`config.mk`:
```
export PLATFORM = sky130hd
export DESIGN_NAME = mem_port_arbiter
export DESIGN_NICKNAME = d
export VERILOG_FILES = /design/src/rtl/mem_port_arbiter_pkg.sv /design/src/rtl/mem_port_arbiter_align_check.sv /design/src/rtl/mem_port_arbiter.sv
export SDC_FILE = /design/constraint.sdc
export NUM_CORES = 1
export LEC_CHECK = 0
export CAP_MARGIN = 40
export CORE_MARGIN = 2
export CORE_UTILIZATION = 40
export CTS_CLUSTER_DIAMETER = 40
export DETAILED_ROUTE_END_ITERATION = 10
export PLACE_DENSITY_LB_ADDON = 0.3
export SETUP_SLACK_MARGIN = 0.4
export SLEW_MARGIN = 15
export SYNTH_ARGS = -nofsm -noshare
export SYNTH_HDL_FRONTEND = slang
export SYNTH_HIERARCHICAL = 1
export SYNTH_SLANG_ARGS = --single-unit
```
`constraint.sdc`:
```
create_clock -name clk -period 10.9 [get_ports clk]
set_clock_uncertainty 0.05 [all_clocks]
set_input_delay 2.725 -clock clk [delete_from_list [all_inputs] [get_ports clk]]
set_output_delay 2.725 -clock clk [all_outputs]
set_load 0.02 [all_outputs]
```
`src/rtl/mem_port_arbiter_pkg.sv`:
```
// Shared definitions for the memory port arbiter.
//   - funct3 encodings for loads/stores (F3_LB..F3_SW)
//   - grant encodings (GNT_NONE / GNT_I / GNT_D)
//   - funct3 bit range inside an instruction word (IR_F3_HI:IR_F3_LO)
package mem_port_arbiter_pkg;

   localparam logic [2:0] F3_LB  = 3'b000;
   localparam logic [2:0] F3_LH  = 3'b001;
   localparam logic [2:0] F3_LW  = 3'b010;
   localparam logic [2:0] F3_LBU = 3'b100;
   localparam logic [2:0] F3_LHU = 3'b101;
   localparam logic [2:0] F3_SB  = 3'b000;
   localparam logic [2:0] F3_SH  = 3'b001;
   localparam logic [2:0] F3_SW  = 3'b010;

   localparam int IR_F3_HI = 14;
   localparam int IR_F3_LO = 12;

   typedef enum logic [1:0] {
      GNT_NONE = 2'd0,
      GNT_I    = 2'd1,
      GNT_D    = 2'd2
   } grant_t;

   // Loads with a reserved funct3 return zero.
   function automatic logic f3_is_load(input logic [2:0] f3);
      return (f3 == F3_LB) || (f3 == F3_LH) || (f3 == F3_LW) ||
             (f3 == F3_LBU) || (f3 == F3_LHU);
   endfunction

endpackage

```
`src/rtl/mem_port_arbiter_align_check.sv`:
```
// Alignment checker for data accesses (used only when MISALIGN_TRAP_EN is defined).
// Ports:
//   funct3     in  3  access size/sign encoding
//   addr_lsb   in  2  byte address [1:0]
//   misaligned out 1  halfword with addr[0]=1, or word with addr[1:0]!=0
module mem_align_check
   import mem_port_arbiter_pkg::*;
(
   input  logic [2:0] funct3,
   input  logic [1:0] addr_lsb,
   output logic       misaligned
);

   always_comb begin
      misaligned = 1'b0;
      case (funct3)
         F3_LH, F3_LHU: misaligned = addr_lsb[0];
         F3_LW:         misaligned = |addr_lsb;
         default:       misaligned = 1'b0;
      endcase
   end

endmodule

```
`src/rtl/mem_port_arbiter.sv`:
```
// Arbitrates the IF fetch port and the MEM load/store port onto one
// single-port byte-addressed memory. One access per cycle; the response is
// registered and presented exactly one cycle after the accept.
// Optional feature macro: MISALIGN_TRAP_EN (misaligned data accesses are
// accepted but suppressed at the memory and flagged via d_misalign).
// Ports:
//   clk, rst                         clock, async active-high reset
//   i_req_* / i_rsp_*                fetch request / response
//   d_req_* / d_rsp_* / d_misalign   load/store request / response
//   mem_*                            memory interface (mem_data_out is combinational)
//
// Grant state
//   reg        | value    | meaning
//   last_grant | GNT_NONE | no accept since reset (data wins contention)
//   last_grant | GNT_I    | last accept was fetch (data wins contention)
//   last_grant | GNT_D    | last accept was data (fetch wins contention)
//   rsp_sel    | GNT_NONE | no response this cycle
//   rsp_sel    | GNT_I    | fetch response valid this cycle
//   rsp_sel    | GNT_D    | data response valid this cycle
module mem_port_arbiter
   import mem_port_arbiter_pkg::*;
#(
   parameter int ADDR_W = 8,
   parameter int DATA_W = 32
) (
   input  logic              clk,
   input  logic              rst,
   input  logic              i_req_valid,
   output logic              i_req_ready,
   input  logic [ADDR_W-1:0] i_req_addr,
   output logic              i_rsp_valid,
   output logic [DATA_W-1:0] i_rsp_data,
   input  logic              d_req_valid,
   output logic              d_req_ready,
   input  logic              d_req_we,
   input  logic [2:0]        d_req_funct3,
   input  logic [ADDR_W-1:0] d_req_addr,
   input  logic [DATA_W-1:0] d_req_wdata,
   output logic              d_rsp_valid,
   output logic [DATA_W-1:0] d_rsp_data,
   output logic              d_misalign,
   output logic              mem_MemRead,
   output logic              mem_MemWrite,
   output logic [2:0]        mem_funct3,
   output logic [ADDR_W-1:0] mem_addr,
   output logic [DATA_W-1:0] mem_data_in,
   input  logic [DATA_W-1:0] mem_data_out
);

   grant_t            last_grant, last_grant_nxt;
   grant_t            rsp_sel, rsp_sel_nxt;
   logic [ADDR_W-1:0] addr_q;
   logic [2:0]        funct3_q;
   logic [DATA_W-1:0] wdata_q;
   logic [DATA_W-1:0] d_rsp_nxt;
   logic              misalign;
   logic              misalign_q;

   // Fetches are always word aligned; the low address bits are ignored.
   logic unused_i_addr_lsb;
   assign unused_i_addr_lsb = ^i_req_addr[1:0];

`ifdef MISALIGN_TRAP_EN
   mem_align_check u_align_check (
      .funct3     (d_req_funct3),
      .addr_lsb   (d_req_addr[1:0]),
      .misaligned (misalign)
   );
`else
   assign misalign = 1'b0;
`endif

   // Data wins contention unless it won last time; fetch wins otherwise.
   always_comb begin
      i_req_ready = 1'b0;
      d_req_ready = 1'b0;
      if (!rst) begin
         if (d_req_valid && (!i_req_valid || last_grant != GNT_D))
            d_req_ready = 1'b1;
         else if (i_req_valid)
            i_req_ready = 1'b1;
      end
   end

   // Memory drive and next grant state. Idle cycles replay the held
   // address/funct3/data so the memory inputs stay quiet.
   always_comb begin
      mem_MemRead    = 1'b0;
      mem_MemWrite   = 1'b0;
      mem_addr       = addr_q;
      mem_funct3     = funct3_q;
      mem_data_in    = wdata_q;
      rsp_sel_nxt    = GNT_NONE;
      last_grant_nxt = last_grant;
      if (d_req_ready) begin
         mem_addr       = d_req_addr;
         mem_funct3     = d_req_funct3;
         if (d_req_we)
            mem_data_in = d_req_wdata;
         mem_MemRead    = !d_req_we && !misalign;
         mem_MemWrite   = d_req_we && !misalign;
         rsp_sel_nxt    = GNT_D;
         last_grant_nxt = GNT_D;
      end else if (i_req_ready) begin
         mem_addr       = {i_req_addr[ADDR_W-1:2], 2'b00};
         rsp_sel_nxt    = GNT_I;
         last_grant_nxt = GNT_I;
      end
   end

   always_comb begin
      d_rsp_nxt = '0;
      if (!d_req_we && !misalign && f3_is_load(d_req_funct3))
         d_rsp_nxt = mem_data_out;
   end

   always_ff @(posedge clk or posedge rst) begin
      if (rst) begin
         last_grant <= GNT_NONE;
         rsp_sel    <= GNT_NONE;
         addr_q     <= '0;
         funct3_q   <= '0;
         wdata_q    <= '0;
         i_rsp_data <= '0;
         d_rsp_data <= '0;
         misalign_q <= 1'b0;
      end else begin
         last_grant <= last_grant_nxt;
         rsp_sel    <= rsp_sel_nxt;
         addr_q     <= mem_addr;
         funct3_q   <= mem_funct3;
         wdata_q    <= mem_data_in;
         misalign_q <= d_req_ready && misalign;
         if (i_req_ready)
            i_rsp_data <= mem_data_out;
         if (d_req_ready)
            d_rsp_data <= d_rsp_nxt;
      end
   end

   assign i_rsp_valid = (rsp_sel == GNT_I);
   assign d_rsp_valid = (rsp_sel == GNT_D);
   assign d_misalign  = misalign_q;

endmodule
```
==> flow_metrics.env <==
export IMPL_holdPathEnd="wdata_q[2]$_DFF_PP0_"
export IMPL_postCtsSetupRepairBufs=0
export IMPL_gp_congestion=0.765
export IMPL_firstDrtPassIters=4
export IMPL_cts_resized=0
export IMPL_diodes=0
export IMPL_n_fill_cell=846
export IMPL_maxCapViolCount=0
export IMPL_clk_pin_slew_ns=0.09
export IMPL_hp_class="reg -> reg"
export IMPL_synth_area_leader_cell="dfrtp_1"
export IMPL_use_met1_pct=23.2
export IMPL_hold_depth=1
export IMPL_numCtsBuffers=9
export IMPL_whs_ns=0.449
export IMPL_synth_cell_types=30
export IMPL_ys_async_sr_fraction_pct=100
export IMPL_place_inst=599
export IMPL_critPathKind="in -> out"
export IMPL_fin_crit_sh_pct=78.4
export IMPL_die_h_um=109
export IMPL_synth_common_cells="111 x dfrtp_1, 38 x mux2_2, 32 x a22o_1"
export IMPL_hold_viol=0
export IMPL_synth_seq_cells=111
export IMPL_grtUsageMet2_pct=28.0
export IMPL_dr_total_vias=3008
export IMPL_ir_drop_mv=0.0924
export IMPL_worstMarginPinSlew_ns=0.674
export IMPL_status="completed"
export IMPL_top_usage_layer="met2"
export IMPL_drive_gt1_share_pct=19.2
export IMPL_cts_root_buffer="clkbuf_8"
export IMPL_critPathArrivalTime_ns=5.77
export IMPL_post_route_cell_area_sq_um=6630
export IMPL_multi_input_comb_area_sq_um=1420
export IMPL_grt_pass1_vias=3189
export IMPL_drv_slew=0
export IMPL_max_freq_ghz=0.117
export IMPL_core_area_sq_um=10800
export IMPL_wirelength_mm=10.8
export IMPL_cp_max_fo=38
export IMPL_clock_latency_ns=0.37
export IMPL_grt_util_all_layers_pct=18.4
export IMPL_register_area_sq_um=2780
export IMPL_setup_violations=0
export IMPL_end_kind="output pin"
export IMPL_r2r_slack_ns=8.45
export IMPL_reg2reg_from="last_grant[0]$_DFFE_PP0P_"
export IMPL_setup_tns_ns=0
export IMPL_synth_top_flop_cell="dfrtp_1"
export IMPL_ant_nets=0
export IMPL_grt_start_max_net_pins=42
export IMPL_avgSynthCellArea_sq_um=16.1
export IMPL_reg2reg_to="addr_q[2]$_DFF_PP0_"
export IMPL_seq_area_frac_synth_pct=62.7
export IMPL_final_cells=614
export IMPL_num_rows=38
export IMPL_yosysTopAreaCellShare_pct=62.7
export IMPL_placed_area_sq_um=6450
export IMPL_cellPowerDensity_nw_per_um2=176
export IMPL_hold_buffers=0
export IMPL_syn_inst=276
export IMPL_drt_iter0_drc=146
export IMPL_port_buffers=198
export IMPL_power_leakage_nw=2.83
export IMPL_synth_edf_count=0
export IMPL_syn_nets=364
export IMPL_reg2reg_depth=4
export IMPL_grtUsageMet3_pct=6.46
export IMPL_antenna_found_initial=0
export IMPL_cts_sinks=111
export IMPL_htree_levels=3
export IMPL_start_util_pct=40.9
export IMPL_fin_ws_ns=2.35
export IMPL_start_kind="primary input"
export IMPL_ys_warn_count=6
export IMPL_min_period_ns=8.55
export IMPL_fin_nets=558
export IMPL_place_hpwl_mm=7.58
export IMPL_die_width_um=109
export IMPL_cts_tree="done"
export IMPL_io_pins=202
export IMPL_cts_buffer_depth=2
export IMPL_drc=0
export IMPL_wl_per_cell_um=17.5
export IMPL_grt_overflow_total=0
export IMPL_worstHoldStart="wdata_q[2]$_DFF_PP0_"
export IMPL_netlist_top_cells_area="dfrtp_1 63%, mux2_4 9.8%, mux2_2 9.7%"
export IMPL_rsz0062_at_grt="no"
export IMPL_die_area_sq_um=11900
export IMPL_dp_slack_ns=2.37
export IMPL_cp_required_ns=8.12
export IMPL_yosysMostFrequentCell="dfrtp_1"
export IMPL_netlist_area_sq_um=4430
export IMPL_viasPerCell=4.90
export IMPL_grt_first_pass_wirelength_mm=16.5
export IMPL_relSlewSlack_pct=55.0
export IMPL_area_delta_synth_final_pct=49.5
==> cell usage in the layout (no fill, tap or decap), types with 5 or more instances in the layout <==
cell type          n
clkbuf_8           9
mux2_4            29
dfrtp_1          111
inv_1              5
clkdlybuf4s50_1  198
a22o_1            32
a221o_1            5
a211oi_1           6
mux2_2            38
==> power breakdown <==
part	switching [mW]	internal, mW
Clock	0.132	0.105
Sequential	0.0298	0.486
Combinational	0.190	0.227
==> worst max-delay path, cell delays in order <==
cell	delay (ns)
clkdlybuf4s50_1	0.56
nand3b_1	0.39
nand2_4	0.56
clkinv_1	0.44
o31ai_1	0.41
clkdlybuf4s50_1	0.69
==> metal layers <==
layer | vias up | part of all wire (%)
met2 | 129 | 45
met5 | - | 0
met4 | 0 | 2.5
li1 | 1380 | -
met1 | 1480 | 43
met3 | 19 | 10
==> flip-flops by register name, indices dropped and copies added, names as in the netlist <==
| name | flops |
|---|---|
| addr_q | 8 |
| d_rsp_data | 32 |
| funct3_q | 3 |
| i_rsp_data | 32 |
| last_grant | 2 |
| rsp_sel | 2 |
| wdata_q | 32 |
==> final cells by class <==
class / count / share of cell area, %
Multi-Input combinational cell: 138 / 21.5
Timing Repair Buffer: 203 / 30.9
Clock inverter: 4 / 0.718
Inverter: 7 / 0.434
Sequential cell: 111 / 41.9
Tap cell: 140 / 2.64
Clock buffer: 11 / 1.98
==> logic make-up after synthesis <==
family	Yosys count	share of synthesized area (%)
multiplexers	67	19.5
AO/OA/AOI/OAI	49	9.29
flip-flops	111	62.7
AND/OR/NAND/NOR	21	3.02
other	1	0.0846
buffers and inverters	27	5.45
==> through the flow <==
stage               total power, mW  utilization (%)
floorplan                     0.740                -
global placement              0.935             59.1
detailed placement            0.945             59.5
CTS                            1.18             61.1
global route                   1.23             61.1
finish                         1.17             61.1
==> how the worst max path moves through the flow <==
stage,from,endpoint,slack [ns],depth (start not counted)
3_3_place_gp,i_req_valid,mem_addr[7],2.49,6
4_1_cts,i_req_valid,mem_addr[7],2.40,6
5_1_grt,i_req_valid,mem_addr[7],2.19,6
2_1_floorplan,d_req_valid,mem_addr[7],4.10,5
3_5_place_dp,i_req_valid,mem_addr[7],2.37,6
6_report,i_req_valid,mem_addr[7],2.35,6
(Power assumes the default switching activity.)
